[config.mk]
export PLATFORM = sky130hd
export DESIGN_NAME = inst_scheduler_flat
export DESIGN_NICKNAME = d
export VERILOG_FILES = /design/src/rtl/inst_scheduler_if.sv /design/src/rtl/inst_scheduler.sv /design/src/flat_wrapper.sv
export SDC_FILE = /design/constraint.sdc
export NUM_CORES = 1
export LEC_CHECK = 0
export BUFFER_PORTS_ARGS = -buffer_cell sky130_fd_sc_hd__buf_2
export CAP_MARGIN = 0
export CORE_MARGIN = 4
export CORE_UTILIZATION = 35
export CTS_CLUSTER_DIAMETER = 100
export CTS_CLUSTER_SIZE = 25
export DETAILED_ROUTE_END_ITERATION = 16
export MAX_ROUTING_LAYER = met4
export PLACE_DENSITY = 0.68
export SYNTH_ARGS = -nofsm -noshare
export SYNTH_HDL_FRONTEND = slang
export SYNTH_SLANG_ARGS = --single-unit
export TNS_END_PERCENT = 20
[constraint.sdc]
create_clock -name clk -period 3.2 [get_ports clk]
set_input_delay 0 -clock clk [delete_from_list [all_inputs] [get_ports clk]]
set_output_delay 0 -clock clk [all_outputs]
set_load 0.03 [all_outputs]
[src/rtl/inst_scheduler_if.sv]
// Instance hand-off channel between inst_scheduler (master) and frame_driver (slave).
interface inst_scheduler_if #(
  parameter int IID_W = 8
);
  logic             inst_valid;
  logic             inst_ready;
  logic [IID_W-1:0] inst_id;
  logic             inst_done;

  modport master (output inst_valid, output inst_id, input inst_ready, input inst_done);
  modport slave  (input inst_valid, input inst_id, output inst_ready, output inst_done);
endinterface

[src/rtl/inst_scheduler.sv]
// inst_scheduler: per-frame instance sequencer feeding frame_driver.
// Walks slots 0..inst_count-1, reads each enable flag, offers enabled IDs one at a
// time and waits for their completion before moving on.
// Optional build macro SCHED_TIMEOUT_EN adds a per-instance WAIT watchdog that
// sets the sticky sched_err and abandons the stuck instance.
module inst_scheduler #(
  parameter int MAX_INST = 256,
  parameter int RD_LAT   = 1,
  parameter int TIMEOUT  = 4096,
  localparam int IID_W   = $clog2(MAX_INST)
) (
  input  logic             clk,
  input  logic             rst_n,
  input  logic             frame_start,
  input  logic [IID_W:0]   inst_count,
  output logic [IID_W-1:0] rd_inst_id,
  input  logic             inst_en,
  inst_scheduler_if.master drv,
  output logic             frame_busy,
  output logic             frame_done,
  output logic [IID_W:0]   inst_drawn,
  output logic             sched_err
);

  localparam logic [2:0] S_IDLE  = 3'd0;
  localparam logic [2:0] S_FETCH = 3'd1;
  localparam logic [2:0] S_CHECK = 3'd2;
  localparam logic [2:0] S_ISSUE = 3'd3;
  localparam logic [2:0] S_WAIT  = 3'd4;
  localparam logic [2:0] S_DONE  = 3'd5;

  localparam int             LAT_W   = $clog2(RD_LAT + 1);
  localparam logic [IID_W:0] MAX_CNT = (IID_W + 1)'(MAX_INST);

  logic [2:0]       state;
  logic [IID_W-1:0] slot;
  logic [IID_W:0]   cnt_q;
  logic [LAT_W-1:0] lat_cnt;
  logic             last_slot;
  logic             wd_hit;

  // The slot counter drives both the memory address and the offered ID, so the
  // two are identical whenever an instance is being offered.
  assign rd_inst_id     = slot;
  assign drv.inst_id    = slot;
  assign drv.inst_valid = (state == S_ISSUE);
  assign last_slot      = ({1'b0, slot} == (cnt_q - (IID_W + 1)'(1)));

`ifdef SCHED_TIMEOUT_EN
  localparam int WD_W = $clog2(TIMEOUT + 1);
  logic [WD_W-1:0] wdog;

  // A real inst_done in the expiry cycle wins, so no error is raised for it.
  assign wd_hit = (state == S_WAIT) && (wdog == WD_W'(TIMEOUT - 1)) && !drv.inst_done;

  // Watchdog: zero outside WAIT, counts WAIT cycles, latches a sticky error on expiry.
  always_ff @(posedge clk or negedge rst_n) begin
    if (!rst_n) begin
      wdog      <= '0;
      sched_err <= 1'b0;
    end else begin
      if (state != S_WAIT) wdog <= '0;
      else                 wdog <= wdog + WD_W'(1);
      if (wd_hit) sched_err <= 1'b1;
    end
  end
`else
  assign wd_hit    = 1'b0;
  assign sched_err = 1'b0;
`endif

  // Frame sequencer: slot walk, enable check, handshake, completion wait.
  always_ff @(posedge clk or negedge rst_n) begin
    if (!rst_n) begin
      state      <= S_IDLE;
      slot       <= '0;
      cnt_q      <= '0;
      lat_cnt    <= '0;
      frame_busy <= 1'b0;
      frame_done <= 1'b0;
      inst_drawn <= '0;
    end else begin
      frame_done <= 1'b0;
      case (state)
        S_IDLE: begin
          if (frame_start) begin
            cnt_q      <= (inst_count > MAX_CNT) ? MAX_CNT : inst_count;
            slot       <= '0;
            lat_cnt    <= '0;
            inst_drawn <= '0;
            frame_busy <= 1'b1;
            state      <= (inst_count == '0) ? S_DONE : S_FETCH;
          end
        end
        // One cycle to launch the address plus RD_LAT cycles for the flag to return.
        S_FETCH: begin
          if (lat_cnt == LAT_W'(RD_LAT)) begin
            lat_cnt <= '0;
            state   <= S_CHECK;
          end else begin
            lat_cnt <= lat_cnt + LAT_W'(1);
          end
        end
        S_CHECK: begin
          if (inst_en) begin
            state <= S_ISSUE;
          end else if (last_slot) begin
            state <= S_DONE;
          end else begin
            slot  <= slot + IID_W'(1);
            state <= S_FETCH;
          end
        end
        // inst_done is not looked at here, so a pulse coinciding with the transfer is dropped.
        S_ISSUE: begin
          if (drv.inst_ready) begin
            inst_drawn <= inst_drawn + (IID_W + 1)'(1);
            state      <= S_WAIT;
          end
        end
        S_WAIT: begin
          if (drv.inst_done || wd_hit) begin
            if (last_slot) begin
              state <= S_DONE;
            end else begin
              slot  <= slot + IID_W'(1);
              state <= S_FETCH;
            end
          end
        end
        S_DONE: begin
          frame_done <= 1'b1;
          frame_busy <= 1'b0;
          state      <= S_IDLE;
        end
        default: state <= S_IDLE;
      endcase
    end
  end

endmodule
[src/flat_wrapper.sv]
// flat-port wrapper written by rule: the top's interface ports become plain ports
module inst_scheduler_flat 
#(
  parameter int MAX_INST = 256,
  parameter int RD_LAT   = 1,
  parameter int TIMEOUT  = 4096,
  localparam int IID_W   = $clog2(MAX_INST)
)
  (clk, rst_n, frame_start, inst_count, rd_inst_id, inst_en, frame_busy, frame_done, inst_drawn, sched_err, drv_inst_valid, drv_inst_id, drv_inst_ready, drv_inst_done);
  inst_scheduler_if drv_i ();
  input  logic clk;
  input  logic rst_n;
  input  logic frame_start;
  input  logic [IID_W:0] inst_count;
  output logic [IID_W-1:0] rd_inst_id;
  input  logic inst_en;
  output logic frame_busy;
  output logic frame_done;
  output logic [IID_W:0] inst_drawn;
  output logic sched_err;
  output wire logic [$bits(drv_i.inst_valid)-1:0] drv_inst_valid;
  output wire logic [$bits(drv_i.inst_id)-1:0] drv_inst_id;
  input wire logic [$bits(drv_i.inst_ready)-1:0] drv_inst_ready;
  input wire logic [$bits(drv_i.inst_done)-1:0] drv_inst_done;
  assign drv_inst_valid = drv_i.inst_valid;
  assign drv_inst_id = drv_i.inst_id;
  assign drv_i.inst_ready = drv_inst_ready;
  assign drv_i.inst_done = drv_inst_done;
  inst_scheduler #(.MAX_INST(MAX_INST), .RD_LAT(RD_LAT), .TIMEOUT(TIMEOUT)) u_core (.clk(clk), .rst_n(rst_n), .frame_start(frame_start), .inst_count(inst_count), .rd_inst_id(rd_inst_id), .inst_en(inst_en), .drv(drv_i), .frame_busy(frame_busy), .frame_done(frame_done), .inst_drawn(inst_drawn), .sched_err(sched_err));
endmodule
[Yosys cells after proc, flatten, opt, wreduce, memory -nomap -nowiden]
Cells that the tools add are included.
Storage, ports and cells
  output and inout bits: 29
  memories kept: 0
  bits of input ports: 15
  word-level logic and storage cells: 58
  bits in registers: 32
  bits in read-only memories: 0
  latch bits: 0
  RAM bits: 0
Operators by class
  equality and inequality tests: 11
  bitwise gates (word level): 0
  shift-type cells: 0
  $add $sub $neg: 4
  order comparisons: 1
  divide/modulo/power cells: 0
  reductions and logical operators: 12
  mux-type cells: 23
  multiply operators: 0
Operator list (number)
  $mux 8: 4
  $mux 9: 3
  $pmux 8 s3: 1
  $mux 3: 7
  $pmux 9 s2: 1
  $pmux 3 s5: 1
  $add 9x1->9 const B: 1
  $eq 8x9->1: 1
  $gt 9x9->1 const B: 1
  $logic_not 9->1: 1
  $sub 9x1->9 const B: 1
  $add 8x1->8 const B: 1
  $reduce_and 4->1: 2
  $eq 3x2->1 const B: 2
  $eq 3x3->1 const B: 2
  $ne 2x2->1 const B: 3
  $reduce_and 2->1: 3
  $reduce_bool 2->1: 3
  $mux 1: 4
  $ne 2x1->1 const B: 2
  $pmux 1 s2: 2
  $eq 3x1->1 const B: 1
  $logic_not 3->1: 1
  $reduce_and 3->1: 1
  2 further kinds: 2

[Logic depth before layout (Yosys ltp)]
Gate-level depths: netlist of run 1.
  word-level depth: 5
  depth in mapped cells: 9
  gate-level depth less buffers: 8

[Worst setup path before layout of run 1]
Ideal clock, no wire load.
  kind: flip-flop to flip-flop
  start point: register u_core.cnt_q[0]
  end point: register u_core.slot[0] (netlist: u_core.drv.inst_id[0])
  required time: 3.072 ns
  stages on the path, launching flop included: 9
  arrival: 2.077 ns
  setup slack: 0.995 ns
  library setup time: 0.128 ns
  path buffers: 0
  clock period less this slack: 2.205 ns
  cell sequence: dfrtp_1 inv_1 ha_1 nor2b_1 or3_1 a31o_1 a2111oi_4 nor2b_2 mux2_1
Between the ends
  cells in the longest elaborated chain, start to end: 5
  elaborated cells on any way between the ends: 6
  those cells by class: 1 x add/sub; 1 x eq/ne; 4 x mux
RTL lines
  from (decl): line inst_scheduler.sv:37  | logic [IID_W:0] cnt_q;
  from (signal assigned): line inst_scheduler.sv:87  | cnt_q <= (inst_count > MAX_CNT) ? MAX_CNT : inst_count;
  $sub 9x1->9 (*): line inst_scheduler.sv:47  | assign last_slot = ({1'b0, slot} == (cnt_q - (IID_W + 1)'(1)));
  $eq 8x9->1 (*): line inst_scheduler.sv:47
  $mux 8 (*)
  $mux 8, on equally long branches
  $pmux 8 s3 (*)
  to (signal assigned): line inst_scheduler.sv:110  | slot <= slot + IID_W'(1);
  to (signal assigned): line inst_scheduler.sv:126  | slot <= slot + IID_W'(1);
  to (decl): line inst_scheduler.sv:36  | logic [IID_W-1:0] slot;
Mark *: on every way between the ends. The rest lies on a longest branch, timed or not. The select of a mux whose other input is x is not followed.
A chain may end at the register's enable or synchronous reset.

[Worst setup path in the final report of run 1]
  start point: register u_core.cnt_q[0]
  end point: register u_core.slot[5] (netlist: u_core.drv.inst_id[5])
Same word-level chain as after synthesis.

==> key figures, run 1 <==
STA
  – Clock skew: 0.005851 ns
  – TNS Setup: 0 ns
  – Worst slew margin: 51.21%
  – Post-route minimum period: about 2.6 ns
  – Maximum clock rate: 390.2 MHz
  – Final Max Slew Viols: 0
  – RSZ-0062 raised after global routing: false
  – Count of final hold-check violations: 0
  – Setup violators final: 0
  – Tcrit/Tclk final: approximately 80%
  – Worst-Margin Slew: 0.7318 ns

Cells and area
  – Final Instance Count excl. Fillers: 335
  – Final net count: 280
  – Ratio of cells with drive above 1 in the final layout: ~22%
  – Antenna cell count: 0
  – Final non-filler cell area: 2379 µm²
  – Area grow syn2layout: 18.37%
  – Final Util: 42.93%

Logic synthesis
  – Synthesized area: 2009 µm²
  – Avg Cell Area, Syn: approximately 9.1 µm²
  – Fraction of registers with async set/reset: 100.0%
  – Synth warn: 0
  – EDFF count, synth: 0
  – Sequential area share after synthesis: 39.85%
  – Syn Nets: 240
  – Synth Register Bits: 32
  – Distinct cells, synth: 53
  – Gate Count Post-Synth: 222
  – Synth Flop Type: dfrtp_1

CTS
  – TritonCTS buffer count: 5
  – Clk slew on worst S/H paths: roughly 0.070 ns
  – H-tree depth: 2
  – Root buf cell: clkbuf_8
  – CTS tree: done
  – Clk sinks: 32
  – Clk Latency, worst-skew pair: 0.28 ns
  – Max clock buf depth: 2

Worst setup path
  – FF-to-FF Start: u_core.cnt_q[0]
  – Slowest CP cell: a2111oi_4
  – Crit path arrival time: 2.69 ns
  – CP max stage delay: 0.49 ns
  – Startpoint types: flop
  – Crit path from: u_core.cnt_q[0]
  – End point of the critical path: u_core.drv.inst_id[5]
  – Register-to-Register Path Depth: 9
  – CP required: 3.33 ns
  – Crit-path max FO: 10
  – RR Endpoint: u_core.drv.inst_id[5]
  – CP Capture Type: flop
  – Critical path cell sequence: inv_1 > ha_1 > nor2b_1 > or3_1 > a31o_1 > a2111oi_4 > buf_4 > or4_1 > a21oi_1
  – R2R Setup Slk: 0.64 ns
  – WS Path Type: reg2reg

Floorplan
  – I/O pin total: 44
  – Die area: 7017 µm²
  – Core Box Area: between 5000 and 6000 µm²
  – # rows: 27
  – Die W: 83.77 µm
  – Die H: 83.77 µm
  – Starting density of the core: 36.27%

GRT
  – GRT Util Overall: 13.18%
  – Pin count of the biggest net entering global routing: 33
  – Initial antenna violation count: 0
  – First-pass GRT wire length: 7500 µm
  – GRT overflow: 0
  – Vias in the first global route: between 1500 and 2000

Drt
  – Number of DRC markers in iteration 0: 65
  – 1st-pass router iterations: 4
  – Post-DRT Antenna Nets: 0
  – DRC: 0
  – Drt via density: just over 5
  – Wire length per cell: 12.93 µm
  – DRT Wirelength: 4333 µm
  – Vias: 1715

Run status
  – Outcome: finished, final reports clean

Worst hold path
  – Worst Hold Class: in2reg

Power and ir drop
  – Logic pwr share: 41.0%
  – Clock share of power: a little under a fifth
  – P_int: 0.9736 mW
  – Net Sw Frac: 43.33%
  – Flop pwr share: 40.1%
  – Peak VDD IR: 353.9 µV
  – Total Power: 1.718 mW
  – Sw power: 0.7446 mW
  – Pwr/cell area: 722.4 nW/µm²
  – LEAKAGE: 1.109 nW

Placed design
  – Dpl hpwl: around 3100 µm
  – Dpl cells: about 320
  – GPL Wtd Cong: between 0.8 and 0.9
  – Post-Place Cell Area: between 2000 and 2500 µm²
  – Port bufs: 42

Run
  – Max Cap Viol: 0
[state kept, by name, summed over array words and instances (netlist names)]
| signal | count |
|---|---|
| u_core.state | 3 |
| u_core.cnt_q | 9 |
| u_core.frame_busy | 1 |
| u_core.frame_done | 1 |
| u_core.inst_drawn | 9 |
| u_core.lat_cnt | 1 |
| u_core.drv.inst_id | 8 |
[synth_stat cells (all sizes together), types with 2 or more instances]
library cell  number  area, µm²
nand3b             3      22.52
nor2b              5      33.78
or4                2      15.01
nor3               6      41.29
nand3              4      20.02
nand2b             6      37.54
xor2               7      61.31
nor3b              4      30.03
mux2               2      22.52
or3                8      50.05
a2111oi            2      36.29
nand4              6      43.79
dfrtp             32      800.8
xnor2              6      60.06
clkbuf             4      15.01
nor2              14      52.55
nand2             22      85.09
and3               3      18.77
buf               16      115.1
nor4               4      46.29
o211ai             2      15.01
o21ai             20      100.1
ha                 3      37.54
o31ai              3      22.52
a21oi             15      75.07
inv                8      30.03
[cell families after synthesis]
| logic type | Yosys count | synth area share, % |
|---|---|---|
| simple gates | 93 | 27.21 |
| compound gates | 50 | 15.75 |
| flops | 32 | 39.85 |
| buf+inv | 28 | 7.970 |
| xor+xnor | 13 | 6.040 |
| fa+ha+maj | 3 | 1.868 |
| mux | 2 | 1.121 |
| other cells | 1 | 0.1866 |
[area by class of cell]
cell class,count,area [µm²]
tap,72,90.09
sequential,32,800.8
timing repair buffer,53,315.3
inverter,8,30.03
clock inverter,1,7.507
clock buffer,7,86.33
multi-input combinational,162,1049
fill,569,3162
[stage by stage]
step                hold slack, ns  setup WS [ns]
global route               0.02477         0.4678
CTS                      0.0006172         0.6248
global placement            0.1063         0.7773
detailed placement          0.1055         0.6511
finish                   0.0003642         0.6371
floorplan                  -0.2956         0.9954
[power by group through the flow]
stage               Clock (mW)  Combinational, mW  Sequential (mW)
CTS                      0.339              0.713            0.690
floorplan                    0              0.606            0.659
finish                   0.325              0.704            0.689
global route             0.354              0.796            0.713
global placement             0              0.692            0.694
detailed placement           0              0.702            0.697
[worst min-delay path by stage]
stage | startpoint | to | slack (ns) | cells past startpoint
floorplan | rst_n | u_core.cnt_q[0] | -0.30 | 0
global placement | rst_n | u_core.inst_drawn[5] | 0.11 | 1
detailed placement | rst_n | u_core.inst_drawn[5] | 0.11 | 1
CTS | inst_count[3] | u_core.cnt_q[3] | 0.0006 | 3
global route | inst_count[3] | u_core.cnt_q[3] | 0.02 | 3
finish | inst_count[3] | u_core.cnt_q[3] | 0.0004 | 3
[worst max-delay path: cells and delay by family, from the launching register on]
kind | cells | cell delay [ns]
AO/OA/AOI/OAI | 3 | 0.79
AND/OR/NAND/NOR | 3 | 0.63
buffers and inverters | 2 | 0.33
adder cells (fa/ha/maj) | 1 | 0.27
flip-flops | 1 | 0.41
[what timing repair did]
action,in CTS,in global routing
resized for setup,0,0
buffers inserted,0,0
hold endpoints to repair,40,0
hold buffers,9,0
[metal layers]
| metal | vias to the layer above | GRT usage [%] | routed length [µm] |
|---|---|---|---|
| met3 | 5 | 2.468 | 144 |
| met4 | 0 | 4.094 | 46 |
| met5 | - | - | 0 |
| li1 | 860 | - | - |
| met2 | 31 | 21.62 | 2104 |
| met1 | 819 | 16.49 | 2038 |
[cells in the final DEF (no fill, tap or decap), types with 3 or more instances in the layout]
| master | instances |
|---|---|
| nor2b_1 | 4 |
| and3_1 | 3 |
| nand3_1 | 4 |
| nor3b_1 | 4 |
| inv_1 | 8 |
| nor2_1 | 14 |
| nor3_1 | 5 |
| o21ai_1 | 4 |
| xnor2_1 | 5 |
| nand3b_1 | 3 |
| xor2_1 | 7 |
| o21ai_0 | 16 |
| nand2b_1 | 6 |
| buf_2 | 42 |
| dlygate4sd3_1 | 9 |
| o31ai_1 | 3 |
| ha_1 | 3 |
| or3_1 | 8 |
| dfrtp_1 | 32 |
| a21oi_1 | 15 |
| clkbuf_8 | 6 |
| nand2_1 | 21 |
| nand4_1 | 5 |
No activity file was read; power rests on OpenSTA's default activity.
==> inputs of run 2 (changes only) <==
==> constraint.sdc (replaced) <==
create_clock -name clk -period 2.6 [get_ports clk]
set_input_delay 0 -clock clk [delete_from_list [all_inputs] [get_ports clk]]
set_output_delay 0 -clock clk [all_outputs]
set_load 0.03 [all_outputs]
==> run 2 against run 1 <==
Final cell count grew 0.60%. Clock skew shrank 0.0014 ns. Global-route usage grew 0.59 points. Utilization grew 0.47 points. Register-to-register slack lost 0.36 ns. Critical path type unchanged.
==> key figures, run 2 (synthesis results as in run 1) <==
Placed design
  – GPL Wtd Cong: 0.8501 (was 0.8546)
  – Dpl hpwl: 3277 µm (was 3133 µm)
  – Port bufs: 42 (unchanged)

Drt
  – Post-DRT Antenna Nets: 0 (unchanged)
  – DRT Wirelength: 4387 µm (was 4333 µm)
  – Wire length per cell: 13.02 µm (was 12.93 µm)
  – Vias: 1701 (was 1715)
  – Drt via density: 5.047 (was 5.119)
  – DRC: 0 (unchanged)
  – 1st-pass router iterations: 4 (unchanged)
  – Number of DRC markers in iteration 0: 69 (was 65)

Cells and area
  – Most common cell after layout, fill and taps aside: buf_2 (unchanged)
  – Area grow syn2layout: 19.68% (was 18.37%)
  – Final net count: 282 (was 280)
  – Antenna cell count: 0 (unchanged)
  – Commonest non-fill, non-tap cells in the layout: buf_2, dfrtp_1, nand2_1 (unchanged)
  – Fill cell count: 579 (was 569)
  – Ratio of cells with drive above 1 in the final layout: 23.40% (was 22.43%)

STA
  – TNS Setup: 0 ns (unchanged)
  – Post-route minimum period: 2.321 ns (was 2.563 ns)
  – Maximum clock rate: 430.9 MHz (was 390.2 MHz)
  – Worst-Margin Slew: 0.7288 ns (was 0.7318 ns)
  – Setup violators final: 0 (unchanged)
  – Final Max Slew Viols: 0 (unchanged)
  – Clock skew: 0.004424 ns (was 0.005851 ns)
  – Tcrit/Tclk final: 89.26% (was 80.09%)
  – RSZ-0062 raised after global routing: false (unchanged)
  – Worst slew margin: 51.41% (was 51.21%)
  – Count of final hold-check violations: 0 (unchanged)

Floorplan
  – Die H: 83.77 µm (unchanged)
  – Core Box Area: 5540 µm² (unchanged)
  – # rows: 27 (unchanged)
  – Starting density of the core: 36.27% (unchanged)
  – Die W: 83.77 µm (unchanged)
  – Die area: 7017 µm² (unchanged)
  – I/O pin total: 44 (unchanged)

Worst setup path
  – Register-to-Register Path Depth: 9 (unchanged)
  – WS Path Type: reg2reg (unchanged)
  – R2R Setup Slk: 0.28 ns (was 0.64 ns)
  – CP Capture Type: flop (unchanged)
  – Crit-path max FO: 14 (was 10)
  – Startpoint types: flop (unchanged)
  – RR Endpoint: u_core.drv.inst_id[7] (was u_core.drv.inst_id[5])
  – Crit path arrival time: 2.46 ns (was 2.69 ns)
  – FF-to-FF Start: u_core.cnt_q[0] (unchanged)
  – CP required: 2.74 ns (was 3.33 ns)

Worst hold path
  – Min-delay src: inst_count[4] (was inst_count[3])
  – Worst Hold Class: in2reg (unchanged)
  – Worst hold path depth: 3 (unchanged)
  – Hold endpoint: u_core.cnt_q[4] (was u_core.cnt_q[3])

Power and ir drop
  – Total Power: 2.228 mW (was 1.718 mW)
  – LEAKAGE: 1.131 nW (was 1.109 nW)
  – Pwr/cell area: 926.4 nW/µm² (was 722.4 nW/µm²)
  – Peak VDD IR: 422.7 µV (was 353.9 µV)

CTS
  – Root buf cell: clkbuf_8 (unchanged)
  – H-tree depth: 2 (unchanged)
  – CTS tree: done (unchanged)
  – Post-CTS Setup Repair Bufs: 0 (unchanged)
  – Clk slew on worst S/H paths: 0.07 ns (about the same)
  – TritonCTS buffer count: 5 (unchanged)
  – Max clock buf depth: 2 (unchanged)
  – Clk Latency, worst-skew pair: 0.28 ns (about the same)
  – Clk sinks: 32 (unchanged)

GRT
  – GRT overflow: 0 (unchanged)
  – GRT Util Overall: 13.77% (was 13.18%)
  – Initial antenna violation count: 0 (unchanged)
  – Pin count of the biggest net entering global routing: 33 (unchanged)
  – Vias in the first global route: 1650 (was 1642)
  – First-pass GRT wire length: 7817 µm (was 7500 µm)

Run status
  – Outcome: finished, final reports clean (unchanged)

Run
  – Max Cap Viol: 0 (unchanged)
## run 2: changes by cell type in the layout (fill, tap and decap cells not counted)
| cell | before | now |
|---|---|---|
| clkbuf_8 | 6 | 5 |
| buf_4 | 2 | 5 |
| clkinv_2 | 0 | 1 |
| bufinv_16 | 0 | 1 |
| clkinvlp_4 | 1 | 0 |
| dlygate4sd3_1 | 9 | 8 |
## run 2: how the worst max path moves through the flow
| stage | startpoint | to | cells past startpoint |
|---|---|---|---|
| 3_3_place_gp | u_core.cnt_q[2] | u_core.drv.inst_id[7] | 7 |
| 5_1_grt | u_core.cnt_q[0] | u_core.drv.inst_id[7] | 9 |
| 3_5_place_dp | u_core.cnt_q[0] | u_core.drv.inst_id[7] | 9 |
| 6_report | u_core.cnt_q[0] | u_core.drv.inst_id[7] | 9 |
| 2_1_floorplan | u_core.cnt_q[0] | u_core.drv.inst_id[0] | 8 |
| 4_1_cts | u_core.cnt_q[0] | u_core.drv.inst_id[7] | 9 |
## run 2: layer usage
| layer | track usage, % | wire, µm | vias to the layer above |
|---|---|---|---|
| met5 | - | 0 | - |
| met3 | 2.863 | 156 | 5 |
| li1 | - | - | 867 |
| met4 | 3.509 | 53 | 0 |
| met1 | 17.65 | 2009 | 801 |
| met2 | 22.27 | 2168 | 28 |
## run 2: final cells by class
type	count	area, µm²	share of cell area [%]
Multi-Input combinational cell	162	1049	43.60
Sequential cell	32	800.8	33.30
Timing Repair Buffer	55	327.8	13.63
Tap cell	72	90.09	3.746
Clock buffer	6	72.57	3.018
Clock inverter	2	35.03	1.457
Inverter	8	30.03	1.249
## run 2: repair_timing
| action | 4_1_cts | 5_1_grt |
|---|---|---|
| hold endpoints to repair | 39 | 0 |
| hold buffers | 8 | 0 |
| gates resized for setup | 0 | 0 |
## run 2: report_power, final
part / internal (mW) / switching, mW / total, mW / leakage, nW
combinational: 0.396 / 0.562 / 0.958 / 0.650
sequential: 0.616 / 0.182 / 0.798 / 0.426
clock: 0.284 / 0.187 / 0.472 / 0.0552
total: 1.30 / 0.932 / 2.23 / 1.13
## run 2: worst max-delay path, stage by stage (launching register included)
cell       delay (ns)
dfrtp_1          0.40
inv_1            0.08
ha_1             0.27
nor2b_1          0.15
or3_1            0.34
a31o_1           0.23
a2111oi_4        0.25
buf_4            0.25
or4_1            0.13
a21oi_1          0.06
## run 2: stage by stage
step | setup slack, ns | area (µm²) | instances | hold WS [ns] | util, %
floorplan | 0.3954 | 2009 | 222 | -0.2956 | -
global placement | 0.3794 | 2217 | 321 | 0.1040 | 40.02
detailed placement | 0.2947 | 2217 | 321 | 0.1078 | 40.02
CTS | 0.2768 | 2405 | 337 | 0.00007455 | 43.41
global route | 0.1187 | 2405 | 337 | 0.01535 | 43.41
finish | 0.2793 | 2405 | 337 | 0.002667 | 43.41
==> inputs of run 3 (changes only) <==
--- a/config.mk
+++ b/config.mk
@@ -5,6 +5,7 @@
 export SDC_FILE = /design/constraint.sdc
 export NUM_CORES = 1
 export LEC_CHECK = 0
+export ABC_AREA = 1
 export BUFFER_PORTS_ARGS = -buffer_cell sky130_fd_sc_hd__buf_2
 export CAP_MARGIN = 0
 export CORE_MARGIN = 4
@@ -12,8 +13,9 @@
 export CTS_CLUSTER_DIAMETER = 100
 export CTS_CLUSTER_SIZE = 25
 export DETAILED_ROUTE_END_ITERATION = 16
+export GPL_TIMING_DRIVEN = 0
 export MAX_ROUTING_LAYER = met4
-export PLACE_DENSITY = 0.68
+export PLACE_DENSITY = 0.67
 export SYNTH_ARGS = -nofsm -noshare
 export SYNTH_HDL_FRONTEND = slang
 export SYNTH_SLANG_ARGS = --single-unit
==> run 3 against run 2 <==
Global-route usage grew 0.85 points. Clock power shrank 13%. Non-clock buffer count grew 8. Via count grew 17%. Critical path depth grew 1. Critical path type unchanged. Largest cell class unchanged. Highest routed layer unchanged.
==> key figures, run 3 <==
Run status
  – Outcome: finished, final reports clean (unchanged)

Worst setup path
  – FF-to-FF Start: u_core.cnt_q[0] (unchanged)
  – RR Endpoint: u_core.drv.inst_id[1] (was u_core.drv.inst_id[7])
  – Crit path arrival time: 2.09 ns (was 2.46 ns)
  – WS Path Type: reg2reg (unchanged)
  – Register-to-Register Path Depth: 10 (was 9)
  – Critical path cell sequence: inv_1 > ha_1 > nand3_1 > o21ai_0 > nand2_1 > nor2_2 > nand3_4 > nand3_4 > nand2_1 > nand2_1 (was inv_1 > ha_1 > nor2b_1 > or3_1 > a31o_1 > a2111oi_4 > buf_4 > or4_1 > a21oi_1)
  – CP required: 2.83 ns (was 2.74 ns)
  – CP Capture Type: flop (unchanged)
  – R2R Setup Slk: 0.74 ns (was 0.28 ns)
  – Slowest CP cell: dfrtp_1 (unchanged)
  – CP max stage delay: 0.38 ns (was 0.40 ns)
  – Crit-path max FO: 9 (was 14)
  – Startpoint types: flop (unchanged)
  – Most used cell, CP: nand2_1

STA
  – TNS Setup: 0 ns (unchanged)
  – Clock skew: 0.005717 ns (was 0.004424 ns)
  – Post-route minimum period: 1.865 ns (was 2.321 ns)
  – Worst-Margin Slew: 0.7290 ns (was 0.7288 ns)
  – Setup violators final: 0 (unchanged)
  – Tcrit/Tclk final: 71.71% (was 89.26%)
  – Worst slew margin: 51.40% (was 51.41%)
  – Final Max Slew Viols: 0 (unchanged)
  – Count of final hold-check violations: 0 (unchanged)
  – Maximum clock rate: 536.3 MHz (was 430.9 MHz)
  – RSZ-0062 raised after global routing: false (unchanged)

GRT
  – GR met1 Demand/Resource: 17.87% (was 17.65%)
  – Met3 usage: 3.592% (was 2.863%)
  – Pin count of the biggest net entering global routing: 33 (unchanged)
  – Global route hottest layer: met2 (unchanged)
  – GRT Util Overall: 14.62% (was 13.77%)
  – GRT overflow: 0 (unchanged)
  – Vias in the first global route: 1863 (was 1650)
  – Initial antenna violation count: 0 (unchanged)
  – First-pass GRT wire length: 8397 µm (was 7817 µm)
  – Met2 Usage GRT: 23.94% (was 22.27%)

Drt
  – DRT Wirelength: 5040 µm (was 4387 µm)
  – 1st-pass router iterations: 4 (unchanged)
  – DRC: 0 (unchanged)
  – Post-DRT Antenna Nets: 0 (unchanged)
  – Vias: 1987 (was 1701)
  – Drt via density: 4.653 (was 5.047)
  – Number of DRC markers in iteration 0: 90 (was 69)
  – Wire length per cell: 11.80 µm (was 13.02 µm)

Cells and area
  – Commonest non-fill, non-tap cells in the layout: nand2_1, buf_2, nor2_1 (was buf_2, dfrtp_1, nand2_1)
  – Antenna cell count: 0 (unchanged)
  – Area grow syn2layout: 23.73% (was 19.68%)
  – Ratio of cells with drive above 1 in the final layout: 21.41% (was 23.40%)
  – Most common cell after layout, fill and taps aside: nand2_1 (was buf_2)
  – Final net count: 373 (was 282)

Logic synthesis
  – Fraction of registers with async set/reset: 100.0% (unchanged)
  – Avg Cell Area, Syn: 7.072 µm² (was 9.051 µm²)
  – Synth top cells by count: nand2_1, nor2_1, inv_1, dfrtp_1, nand3_1 (was dfrtp_1, nand2_1, o21ai_0, a21oi_1, nor2_1)
  – Synth warn: 0 (unchanged)
  – Most frequent cell after synthesis: nand2_1 (was dfrtp_1)
  – Distinct cells, synth: 30 (was 53)
  – Synthesized area: 2093 µm² (was 2009 µm²)
  – Sequential area share after synthesis: 38.25% (was 39.85%)
  – Gate Count Post-Synth: 296 (was 222)
  – Post-synth top area share: 38.25% (was 39.85%)
  – EDFF count, synth: 0 (unchanged)
  – Cell accounting for the most synthesized area: dfrtp_1 (unchanged)
  – Synth area leaders: dfrtp_1, nand2_1, nor2_1 (was dfrtp_1, o21ai_0, nand2_1)
  – Synth Flop Type: dfrtp_1 (unchanged)
  – Syn Nets: 314 (was 240)
  – Synth Register Bits: 32 (unchanged)

CTS
  – Post-CTS Setup Repair Bufs: 0 (unchanged)
  – CTS Hold Bufs: 10 (was 8)
  – Max clock buf depth: 2 (unchanged)
  – H-tree depth: 2 (unchanged)
  – Clk sinks: 32 (unchanged)
  – Clk Latency, worst-skew pair: 0.28 ns (about the same)
  – Clk slew on worst S/H paths: 0.07 ns (about the same)
  – Root buf cell: clkbuf_8 (unchanged)
  – CTS tree: done (unchanged)
  – TritonCTS buffer count: 5 (unchanged)
  – Resize count post-CTS: 0 (unchanged)

Run
  – Max Cap Viol: 0 (unchanged)

Power and ir drop
  – Total Power: 2.275 mW (was 2.228 mW)
  – Pwr/cell area: 878.6 nW/µm² (was 926.4 nW/µm²)
  – Peak VDD IR: 523.8 µV (was 422.7 µV)
  – LEAKAGE: 1.420 nW (was 1.131 nW)

Floorplan
  – Die area: 7282 µm² (was 7017 µm²)
  – # rows: 27 (unchanged)
  – Starting density of the core: 37.10% (was 36.27%)
  – Core Box Area: 5642 µm² (was 5540 µm²)
  – Die W: 85.34 µm (was 83.77 µm)
  – I/O pin total: 44 (unchanged)
  – Die H: 85.34 µm (was 83.77 µm)

Placed design
  – GPL Wtd Cong: 0.8618 (was 0.8501)
  – Port bufs: 42 (unchanged)
  – Dpl hpwl: 3740 µm (was 3277 µm)

Worst hold path
  – Hold endpoint: u_core.inst_drawn[1] (was u_core.cnt_q[4])
  – Worst hold path depth: 3 (unchanged)
  – Worst Hold Class: in2reg (unchanged)
  – Min-delay src: drv_inst_ready (was inst_count[4])
run 3: cell count changes after synthesis, moves of 4 or more:
cell	before	now
nand2_1	21	88
nor2_1	14	42
inv_1	8	35
nand3_1	4	19
a21oi_1	15	5
or3_1	8	0
nand2b_1	6	0
nand4_1	5	11
clkbuf_1	4	0
nor2b_1	4	0
o21ai_1	4	0
run 3: cell families (layout without fill, tap and decap cells):
family / after synthesis / after routing / share of synthesized area, %
AND/OR/NAND/NOR: 181 / 181 / 39.99
buffers and inverters: 49 / 108 / 10.64
flip-flops: 32 / 32 / 38.25
AO/OA/AOI/OAI: 20 / 20 / 4.901
XOR/XNOR: 9 / 9 / 3.765
adder cells (fa/ha/maj): 3 / 3 / 1.793
other: 1 / 1 / 0.1791
multiplexers: 1 / 1 / 0.4782
run 3: worst max-delay path by stage:
stage,from,end
6_report,u_core.cnt_q[0],u_core.drv.inst_id[1]
5_1_grt,u_core.cnt_q[0],u_core.drv.inst_id[0]
4_1_cts,u_core.cnt_q[0],u_core.drv.inst_id[1]
3_5_place_dp,u_core.cnt_q[0],u_core.drv.inst_id[1]
3_3_place_gp,u_core.cnt_q[0],u_core.drv.inst_id[7]
2_1_floorplan,u_core.state[2],u_core.state[1]
run 3: area by class of cell:
type,count,area (µm²)
fillers,560,3052
multi-input cells,215,1070
flip-flops and latches,32,800.8
repair buffers,52,310.3
inverters,38,142.6
clock buffers,7,96.34
well taps,72,90.09
plain buffers,11,80.08
run 3: per-stage QoR:
step	setup slack [ns]	utilization [%]	hold slack, ns	instance area, µm²	cells
6_report	0.7355	45.91	0.02131	2590	427
3_5_place_dp	0.7518	42.43	0.1006	2394	410
2_1_floorplan	0.9483	-	-0.2956	2093	296
5_1_grt	0.4896	45.91	0.01841	2590	427
4_1_cts	0.7275	45.91	0.01425	2590	427
3_3_place_gp	0.7656	42.43	0.1035	2394	410
run 3: layer usage:
layer | vias to the layer above | share of wire [%]
met2 | 52 | 47
met5 | - | 0
met3 | 7 | 4.8
li1 | 1046 | -
met4 | 0 | 1.1
met1 | 882 | 47
run 3: where the power goes:
| part | leakage, nW | switching [mW] | internal [mW] | total, mW |
|---|---|---|---|---|
| registers | 0.425 | 0.124 | 0.612 | 0.737 |
| clock network | 0.0503 | 0.177 | 0.236 | 0.412 |
| logic | 0.944 | 0.766 | 0.360 | 1.13 |
| total | 1.42 | 1.07 | 1.21 | 2.28 |
run 3: worst max-delay path, delay by kind of cell (launching register included):
kind,cells,cell delay (ns)
buf+inv,1,0.13
fa+ha+maj,1,0.22
flops,1,0.38
compound gates,1,0.22
simple gates,7,0.84
